### src/rtl/floating_add_cmp_conv.sv
// floating_add_cmp_conv
//   Single-cycle IEEE-754 binary32 unit. Each accepted operation is computed
//   combinationally from the sampled inputs and registered on the same edge.
//   Supported operations are add, subtract, signed-int-to-float and compare.
//   Denormal inputs and results are flushed to signed zero. Rounding is
//   round-to-nearest-even.
//
// Ports
//   clk     in   1   rising-edge clock
//   reset   in   1   synchronous active-high reset; wins over enable
//   enable  in   1   launches one operation on the edge where it is 1
//   op      in   2   00 add, 01 subtract, 10 int-to-float, 11 compare
//   a       in  32   float operand, or signed integer when op=10
//   b       in  32   float operand; ignored when op=10
//   result  out 32   registered float result; held by compare and idle cycles
//   cmp     out  2   registered compare: 00 eq, 01 lt, 11 gt, 10 unordered
//   valid   out  1   high for the one cycle after each accepted operation
//   debug   out 32   {26'b0, nan, inexact, flush, overflow, op}
module floating_add_cmp_conv (
    input  logic        clk,
    input  logic        reset,
    input  logic        enable,
    input  logic [1:0]  op,
    input  logic [31:0] a,
    input  logic [31:0] b,
    output logic [31:0] result,
    output logic [1:0]  cmp,
    output logic        valid,
    output logic [31:0] debug
);

    localparam logic [31:0] QNAN = 32'h7FC0_0000;

    localparam logic [1:0] OP_ADD = 2'b00;
    localparam logic [1:0] OP_SUB = 2'b01;
    localparam logic [1:0] OP_CVT = 2'b10;

    localparam logic [1:0] CMP_EQ = 2'b00;
    localparam logic [1:0] CMP_LT = 2'b01;
    localparam logic [1:0] CMP_UN = 2'b10;
    localparam logic [1:0] CMP_GT = 2'b11;

    typedef struct packed {
        logic [31:0] val;
        logic        ovf;
        logic        ftz;
        logic        inx;
        logic        nan;
    } fp_res_t;

    // Position of the most significant set bit (0 when v is zero).
    function automatic logic [4:0] msb_pos32(input logic [31:0] v);
        logic [4:0] p;
        p = '0;
        for (int i = 0; i < 32; i++) begin
            if (v[i]) p = i[4:0];
        end
        return p;
    endfunction

    // Round-to-nearest-even on a normalised significand.
    //   n[26]   hidden bit (always 1 here)
    //   n[25:3] fraction
    //   n[2]    guard, n[1] round, n[0] sticky
    // Returns {carry, fraction}; carry means the significand rolled over to
    // 2.0 and the exponent must be bumped (fraction is then zero).
    function automatic logic [23:0] round_rne(input logic [26:0] n);
        logic        up;
        logic [24:0] t;
        up = n[2] & (n[1] | n[0] | n[3]);
        t  = {1'b0, n[26:3]} + {24'd0, up};
        // On rollover the hidden bit position drops to 0 while bit 24 rises.
        return {t[24] & ~t[23], t[22:0]};
    endfunction

    // Add (sub=0) or subtract (sub=1) two binary32 values.
    function automatic fp_res_t add_core(input logic [31:0] x, input logic [31:0] y,
                                         input logic sub);
        fp_res_t            r;
        logic               sx, sy, x_den, y_den, x_nan, y_nan, x_inf, y_inf;
        logic [7:0]         ex, ey, e_big, e_small, d;
        logic [22:0]        mx, my, f_big, f_small;
        logic               s_big, s_small, swap;
        logic [23:0]        m_big, m_small, rm;
        logic [49:0]        wide;
        logic [26:0]        xa, ya, n;
        logic [27:0]        sum;
        logic [4:0]         pos, lz;
        logic signed [9:0]  e_res, e_fin;

        r = '0;
        sx = x[31];        ex = x[30:23]; mx = x[22:0];
        sy = y[31] ^ sub;  ey = y[30:23]; my = y[22:0];
        x_den = (ex == 8'd0) && (mx != 23'd0);
        y_den = (ey == 8'd0) && (my != 23'd0);
        x_nan = (ex == 8'hFF) && (mx != 23'd0);
        y_nan = (ey == 8'hFF) && (my != 23'd0);
        x_inf = (ex == 8'hFF) && (mx == 23'd0);
        y_inf = (ey == 8'hFF) && (my == 23'd0);
        if (x_den) mx = '0;
        if (y_den) my = '0;
        r.ftz = x_den | y_den;

        swap = '0; s_big = '0; s_small = '0; e_big = '0; e_small = '0;
        f_big = '0; f_small = '0; m_big = '0; m_small = '0; d = '0;
        wide = '0; xa = '0; ya = '0; n = '0; sum = '0; pos = '0; lz = '0;
        rm = '0; e_res = '0; e_fin = '0;

        if (x_nan || y_nan) begin
            r.val = QNAN;
            r.nan = 1'b1;
        end else if (x_inf && y_inf) begin
            if (sx == sy) begin
                r.val = {sx, 8'hFF, 23'd0};
            end else begin
                r.val = QNAN;
                r.nan = 1'b1;
            end
        end else if (x_inf) begin
            r.val = {sx, 8'hFF, 23'd0};
        end else if (y_inf) begin
            r.val = {sy, 8'hFF, 23'd0};
        end else begin
            // Order operands by magnitude so the difference is never negative.
            swap = {ey, my} > {ex, mx};
            if (swap) begin
                s_big = sy; e_big = ey; f_big = my;
                s_small = sx; e_small = ex; f_small = mx;
            end else begin
                s_big = sx; e_big = ex; f_big = mx;
                s_small = sy; e_small = ey; f_small = my;
            end
            m_big   = {e_big != 8'd0, f_big};
            m_small = {e_small != 8'd0, f_small};
            d       = e_big - e_small;

            // Align the smaller operand keeping guard, round and sticky bits.
            xa = {m_big, 3'b000};
            if (d > 8'd26) begin
                ya = {26'd0, m_small != 24'd0};
            end else begin
                wide = {m_small, 26'd0} >> d;
                ya   = {wide[49:24], |wide[23:0]};
            end

            if (s_big == s_small) sum = {1'b0, xa} + {1'b0, ya};
            else                  sum = {1'b0, xa} - {1'b0, ya};

            if (sum == 28'd0) begin
                // Exact cancellation is +0 unless both addends were negative.
                r.val = {sx & sy, 31'd0};
            end else begin
                if (sum[27]) begin
                    n     = {sum[27:2], sum[1] | sum[0]};
                    e_res = $signed({2'b00, e_big}) + 10'sd1;
                end else begin
                    pos   = msb_pos32({5'd0, sum[26:0]});
                    lz    = 5'd26 - pos;
                    n     = sum[26:0] << lz;
                    e_res = $signed({2'b00, e_big}) - $signed({5'd0, lz});
                end
                r.inx = |n[2:0];
                if (e_res <= 10'sd0) begin
                    r.val = {s_big, 31'd0};
                    r.ftz = 1'b1;
                    r.inx = 1'b1;
                end else begin
                    rm    = round_rne(n);
                    e_fin = e_res + $signed({9'd0, rm[23]});
                    if (e_fin >= 10'sd255) begin
                        r.val = {s_big, 8'hFF, 23'd0};
                        r.ovf = 1'b1;
                        r.inx = 1'b1;
                    end else begin
                        r.val = {s_big, e_fin[7:0], rm[22:0]};
                    end
                end
            end
        end
        return r;
    endfunction

    // Signed 32-bit integer to binary32; cannot overflow.
    function automatic fp_res_t cvt_core(input logic [31:0] x);
        fp_res_t     r;
        logic [31:0] mag, norm;
        logic [4:0]  p;
        logic [7:0]  e;
        logic [23:0] rm;

        r    = '0;
        mag  = x[31] ? (32'd0 - x) : x;
        p    = msb_pos32(mag);
        norm = mag << (5'd31 - p);
        e    = 8'd127 + {3'd0, p};
        rm   = '0;
        if (mag != 32'd0) begin
            rm    = round_rne({norm[31:6], |norm[5:0]});
            r.inx = norm[7] | norm[6] | (|norm[5:0]);
            r.val = {x[31], e + {7'd0, rm[23]}, rm[22:0]};
        end
        return r;
    endfunction

    // Compare; returns {nan, ftz, cmp[1:0]}.
    function automatic logic [3:0] cmp_core(input logic [31:0] x, input logic [31:0] y);
        logic        sx, sy, x_nan, y_nan, x_den, y_den, x_zero, y_zero;
        logic [30:0] magx, magy;
        logic [1:0]  c;

        sx     = x[31];
        sy     = y[31];
        x_nan  = (x[30:23] == 8'hFF) && (x[22:0] != 23'd0);
        y_nan  = (y[30:23] == 8'hFF) && (y[22:0] != 23'd0);
        x_den  = (x[30:23] == 8'd0) && (x[22:0] != 23'd0);
        y_den  = (y[30:23] == 8'd0) && (y[22:0] != 23'd0);
        x_zero = x[30:23] == 8'd0;
        y_zero = y[30:23] == 8'd0;
        magx   = x_zero ? 31'd0 : x[30:0];
        magy   = y_zero ? 31'd0 : y[30:0];

        if (x_nan || y_nan)             c = CMP_UN;
        else if (x_zero && y_zero)      c = CMP_EQ;
        else if (sx != sy)              c = sx ? CMP_LT : CMP_GT;
        else if (magx == magy)          c = CMP_EQ;
        // For two negatives the magnitude order is reversed.
        else if ((magx < magy) ^ sx)    c = CMP_LT;
        else                            c = CMP_GT;

        return {x_nan | y_nan, x_den | y_den, c};
    endfunction

    logic [31:0] result_q, result_d;
    logic [1:0]  cmp_q, cmp_d;
    logic        valid_q, valid_d;
    logic [31:0] debug_q, debug_d;

    fp_res_t     add_r, cvt_r;
    logic [3:0]  cmp_r;

    always_comb begin
        add_r = add_core(a, b, op == OP_SUB);
        cvt_r = cvt_core(a);
        cmp_r = cmp_core(a, b);

        result_d = result_q;
        cmp_d    = cmp_q;
        debug_d  = debug_q;
        valid_d  = 1'b0;

        if (enable) begin
            valid_d = 1'b1;
            case (op)
                OP_ADD, OP_SUB: begin
                    result_d = add_r.val;
                    debug_d  = {26'd0, add_r.nan, add_r.inx, add_r.ftz, add_r.ovf, op};
                end
                OP_CVT: begin
                    result_d = cvt_r.val;
                    debug_d  = {26'd0, cvt_r.nan, cvt_r.inx, cvt_r.ftz, cvt_r.ovf, op};
                end
                default: begin
                    cmp_d   = cmp_r[1:0];
                    debug_d = {26'd0, cmp_r[3], 1'b0, cmp_r[2], 1'b0, op};
                end
            endcase
        end
    end

    // Output register stage
    always_ff @(posedge clk) begin
        if (reset) begin
            result_q <= '0;
            cmp_q    <= '0;
            valid_q  <= 1'b0;
            debug_q  <= '0;
        end else begin
            result_q <= result_d;
            cmp_q    <= cmp_d;
            valid_q  <= valid_d;
            debug_q  <= debug_d;
        end
    end

    assign result = result_q;
    assign cmp    = cmp_q;
    assign valid  = valid_q;
    assign debug  = debug_q;

endmodule

### config.mk
export PLATFORM = sky130hd
export DESIGN_NAME = floating_add_cmp_conv
export DESIGN_NICKNAME = d
export VERILOG_FILES = /design/src/rtl/floating_add_cmp_conv.sv
export SDC_FILE = /design/constraint.sdc
export NUM_CORES = 1
export LEC_CHECK = 0
export CORE_MARGIN = 10
export CORE_UTILIZATION = 35
export DETAILED_ROUTE_END_ITERATION = 10
export REMOVE_ABC_BUFFERS = 1
export SETUP_SLACK_MARGIN = 0.02
export SYNTH_ARGS = -nofsm -noshare
export SYNTH_HDL_FRONTEND = slang
export SYNTH_SLANG_ARGS = --single-unit
### constraint.sdc
create_clock -name clk -period 62.9 [get_ports clk]
set_clock_uncertainty 0.15 [all_clocks]
set_input_delay 18.87 -clock clk [delete_from_list [all_inputs] [get_ports clk]]
set_output_delay 18.87 -clock clk [all_outputs]
set_load 0.005 [all_outputs]
## Yosys cells after proc, flatten, opt, wreduce, memory -nomap -nowiden

Cells that the tools add are included.

- Bits of input ports: 69
- Flip-flop bits (word level): 67
- Output and inout port bits: 67

- Add/subtract/negate cells: 13
- Mux-type cells: 152
- Order comparisons: 5
- Equality and inequality tests: 8
- Bitwise logic cells: 19
- Shift-type cells: 3
- Reductions and logical operators: 29

Operator list:

| kind | number |
|---|---|
| two-way mux 5 bit | 61 |
| two-way mux 27 bit | 11 |
| two-way mux 23 bit | 12 |
| two-way mux 32 bit | 8 |
| two-way mux 28 bit | 5 |
| two-way mux 31 bit | 4 |
| two-way mux 8 bit | 10 |
| case mux 32 bit (2 select lines) | 1 |
| two-way mux 10 bit | 6 |
| adder 24 x 1 -> 25 bit | 2 |
| >> shifter 50 x 8 -> 50 bit | 1 |
| zero test 23 bit | 2 |
| nonzero test 23 bit | 2 |
| nonzero test 32 bit | 1 |
| left shift 32 x 5 -> 32 bit | 1 |
| subtractor 1 x 32 -> 32 bit (first input constant) | 1 |
| equality test 31 bit | 1 |
| > comparator 31 bit | 1 |
| less-than comparator 31 bit | 1 |
| adder 27 x 27 -> 28 bit | 1 |
| zero test 28 bit | 1 |
| subtractor 27 x 27 -> 28 bit | 1 |
| left shift 27 x 5 -> 27 bit | 1 |
| nonzero test 24 bit | 1 |
| other kinds (34) | 93 |

## Longest topological paths before layout

- Depth after elaboration: 79
- Mapped depth: 89
- Depth with buffers taken out: 73

## Worst setup path before layout

No wires, ideal clock.

- Path type: input-to-reg
- Start: input port a[0]
- End: register result_q[13], in the netlist result[13]
- Stages on the path: 82
- Path buffers: 18
- Data arrival time: 35.843 ns
- Setup slack: 26.822 ns
- Library setup time: 0.086 ns
- Cells stage by stage: inv_1 -> ha_1 -> or4b_4 -> or3_1 -> buf_2 -> o31ai_1 -> buf_2 -> clkbuf_1 -> clkbuf_1 -> and2_1 -> inv_1 -> ha_1 -> nand4_1 -> nor4_1 -> nand4_1 -> and2_0 -> clkbuf_1 -> nand2_1 -> [... 46 more ...] -> nand2b_1 -> nor2b_1 -> ha_1 -> ha_1 -> nand2_1 -> nor4b_4 -> nand3_1 -> nor4bb_1 -> ha_1 -> ha_1 -> inv_1 -> or4_1 -> nor3_1 -> o2bb2ai_1 -> nor3_1 -> clkbuf_1 -> o21ai_0 -> a211oi_1

- Longest elaborated chain between the ends: 79

RTL lines:

| what | line | source |
|---|---|---|
| from (decl) | 24 | `input logic [31:0] a,` |
| nonzero test 23 bit | 94, 96 |  |
| logical AND 1 bit | 94 | `x_den = (ex == 8'd0) && (mx != 23'd0);` |
| two-way mux 23 bit | 100 | `if (x_den) mx = '0;` |
| > comparator 31 bit | 125 | `swap = {ey, my} > {ex, mx};` |
| two-way mux 8 bit | 126 | `if (swap) begin` |
| two-way mux 8 bit | 121 | `end else if (y_inf) begin` |
| two-way mux 8 bit | 119 | `end else if (x_inf) begin` |
| two-way mux 8 bit | 112 | `end else if (x_inf && y_inf) begin` |
| [... 63 more ...] | n/a |  |
| two-way mux 31 bit | 170 | `if (e_fin >= 10'sd255) begin` |
| two-way mux 31 bit | 163 | `if (e_res <= 10'sd0) begin` |
| two-way mux 32 bit | 149 | `if (sum == 28'd0) begin` |
| two-way mux 32 bit | 121 |  |
| two-way mux 32 bit | 119 |  |
| two-way mux 32 bit | 112 |  |
| two-way mux 32 bit | 109 | `if (x_nan \|\| y_nan) begin` |
| case mux 32 bit (2 select lines) (*) | 253 | `case (op)` |
| to (signal assigned) | 278 | `result_q <= result_d;` |
| to (decl) | 233 | `logic [31:0] result_q, result_d;` |

Mark *: on every way between the ends. The rest lies on a longest branch, timed or not. The select of a mux whose other input is x is not followed.
A chain may end at the register's enable or synchronous reset.

## Final worst setup path

- Start: input port a[0]
- End: register result_q[19], in the netlist result[19]

The elaborated chain is that of the path after synthesis.

==> impl_results.md <==
* Clock Sinks at 41
* Final hold vios at 0
* Crit. End Element: register
* Fmax at approximately 25 MHz
* Width of the die at 250 um
* Slowest stage delay, CP at 1030 ps
* Syn Inst Count at 2825
* #FFs+latches synth at 41
* Initial core utilization at 0.353
* Tot GR Track Use at 0.242
* Final setup fails at 0
* Power per standard cell area at 32.6 nW/um^2
* Final worst setup slack at 23360 ps
* Total of max-cap violations at 0
* CTS max path bufs at 2
* Fillers at 5585
* Post-synth ARST share at 0
* Num rows at 84
* WP data arrival at 39590 ps
* Number of global-route vias before repair at 20.5k
* Vias at between 20k and 25k
* Wire per inst at 23.3 um
* DRC Markers at 0
* LEAKAGE at 8.18 nW
* Clk_lat worst skew at 280 ps
* Placer Congestion at 0.985
* RSZ-0062 raised after global routing: false
* Post-DP HPWL at approximately 66 mm
* First DRT Iteration DRCs at around 2.4k
* DRT Pass-1 Iters at 6
* Unique masters post-synth at 111
* Top cell by count, worst path: ha_1
* Yosys top cell by area: ha_1
* CORE AREA at ~52000 sq um
* Setup_tns at 0 ps
* Final slew viol count at 0
* DR vias/cell at between 6 and 7
* Worst-path clk slew at 60 ps
* Die height at approximately 250 um
* Placed cell count at 3473
* Final min period at 39540 ps
* Slowest-stage cell, CP: nor3_2
* Post-CTS setup buffer count at 0
* Area grow syn2layout at 8.77%
* Max transition margin at 0.173
* Post-synthesis sequential area ratio at 0.0443
* Crit Path Class: primary input to register
* Critical Path RT at 62950 ps
* Ys Warns at 0
* Final ANT Viol Nets at 0
* Non-filler instance count after layout at 3482
* Place WS at ~24000 ps
* CTS tree: yes
* # hold bufs at CTS at 0
* EDFF count, synth at 0
* Initial antenna violation count at 2
* Mapped cell area at 18500 sq um
* Class of the worst hold path: register to register
* Synth top area share at 0.0879
* CP max FO at roughly 60
* Final nets at 2993
* Critical Path Source Type: primary input
* Main synth FF type: dfxtp_1
* Worst VDD drop at between 0.000015 and 0.00002 V
* First-pass GRT wire length at 124 mm
* Post-Syn Area per Cell at 6.55 sq um
* Routed wire length at just over 80 mm
* Core Util, Final at 0.384
* I/O Pins at about 140
* H-tree depth at 2
* Port-buffer cells at around 110
* Layout cells sized above 1 at 0.0652
* Total CTS buffers at 5
* Final Cycle Share at 0.629
* Largest net degree at the start of global routing at 81
* Outcome: completed
* Measured slew at the worst slew-check pin at 1230 ps
* Dominant cells by area after synthesis: ha_1 (8.8%), a21oi_1 (6.7%), mux2i_1 (6.2%)
* Clk Tree Root Cell: clkbuf_16
* # resized after CTS at 0
* Final global-route overflow total at 0
* Die area at approximately 62000 sq um
final cells by class:
class	count	area (sq um)	area share
diodes	1	2.50	0.000124
clock buffers	6	139	0.00690
clock inverters	2	37.5	0.00186
inverters	146	548	0.0272
multi-input cells	2449	16300	0.811
flip-flops and latches	41	821	0.0408
well taps	688	861	0.0428
repair buffers	149	1390	0.0691
metal layers:
metal  vias up  share of wire  GRT usage  wire, um
li1      10400              -          -         -
met1     10500           0.43      0.320     34800
met2      1136           0.43      0.378     34800
met3       194          0.085     0.0338      6930
met4         2          0.056      0.117      4560
met5         -        0.00019          0        15
cells in the final DEF, fill, tap and decap left out, types with 75 or more instances in the layout:
cell / count
nand3_1: 75
nor3_1: 106
clkdlybuf4s50_1: 109
ha_1: 128
o21ai_0: 193
a21oi_1: 247
nand2_1: 270
nor2_1: 275
inv_1: 142
mux2i_1: 114
final timing paths:
| check | startpoint | end | slack (ps) | depth (start not counted) |
|---|---|---|---|---|
| worst max-delay path | a[0] | result[19]$_SDFFE_PP0P_ | 23360 | 63 |
| worst min-delay path | debug[2]$_SDFFE_PP0P_ | debug[2]$_SDFFE_PP0P_ | 320 | 2 |
| worst max register to register | result[21]$_SDFFE_PP0P_ | result[21]$_SDFFE_PP0P_ | 61520 | 5 |
| worst min register to register | debug[2]$_SDFFE_PP0P_ | debug[2]$_SDFFE_PP0P_ | 320 | 2 |
synth_stat cells, types with 11 or more instances:
master and instances:
a2111oi_0 15, a211o_1 11, a211oi_1 56, a21o_1 44, a21oi_1 247, a221o_1 11
a221oi_1 12, a22oi_1 12, a31oi_1 31, and2_1 55, and3_1 37, buf_1 22
buf_2 36, buf_4 30, clkbuf_1 120, dfxtp_1 41, ha_1 130, inv_1 142
mux2_2 41, mux2i_1 114, mux4_2 18, nand2_1 271, nand2b_1 49, nand3_1 75
nand4_1 45, nor2_1 275, nor2b_1 29, nor3_1 107, nor4_1 29, o2111ai_1 12
o211ai_1 46, o21a_1 19, o21ai_0 193, o21ai_1 21, o22ai_1 19, o31ai_1 24
or2_2 18, or3_1 32, or4_1 17, xnor2_1 56, xor2_1 48
state kept, by name, summed over array words and instances, names as in the netlist:
name	cells
result	32
debug	6
cmp	2
valid	1
cells by family after synthesis:
kind of cell	share of synthesized area
muxes	0.109
buffers and inverters	0.0840
and+or+nand+nor	0.294
xor gates and xnor gates	0.0501
other	0.000203
DFF	0.0443
AOI/OAI and AO/OA	0.328
adders and majority gates	0.0900
where the power goes:
part           total (W)  internal (W)  switching [W]
combinational   0.000591      0.000207       0.000383
clock          0.0000301     0.0000198      0.0000103
sequential     0.0000347     0.0000310     0.00000367
total           0.000655      0.000258       0.000397
worst max-delay path: cells and delay by family:
| kind | cells | cell delay (ps) |
|---|---|---|
| xor+xnor | 1 | 460 |
| simple gates | 22 | 8030 |
| compound gates | 22 | 7150 |
| buf+inv | 9 | 2650 |
| mux | 1 | 190 |
| fa+ha+maj | 8 | 2140 |
metrics by stage:
step / cell area (sq um) / hold WS (ps) / total power [W]
2_1_floorplan: 17600 / 297 / 0.000425
3_3_place_gp: 20000 / 313 / 0.000607
3_5_place_dp: 20000 / 311 / 0.000608
4_1_cts: 20100 / 319 / 0.000641
5_1_grt: 20100 / 354 / 0.000699
6_report: 20100 / 322 / 0.000655
(Power assumes the default switching activity.)
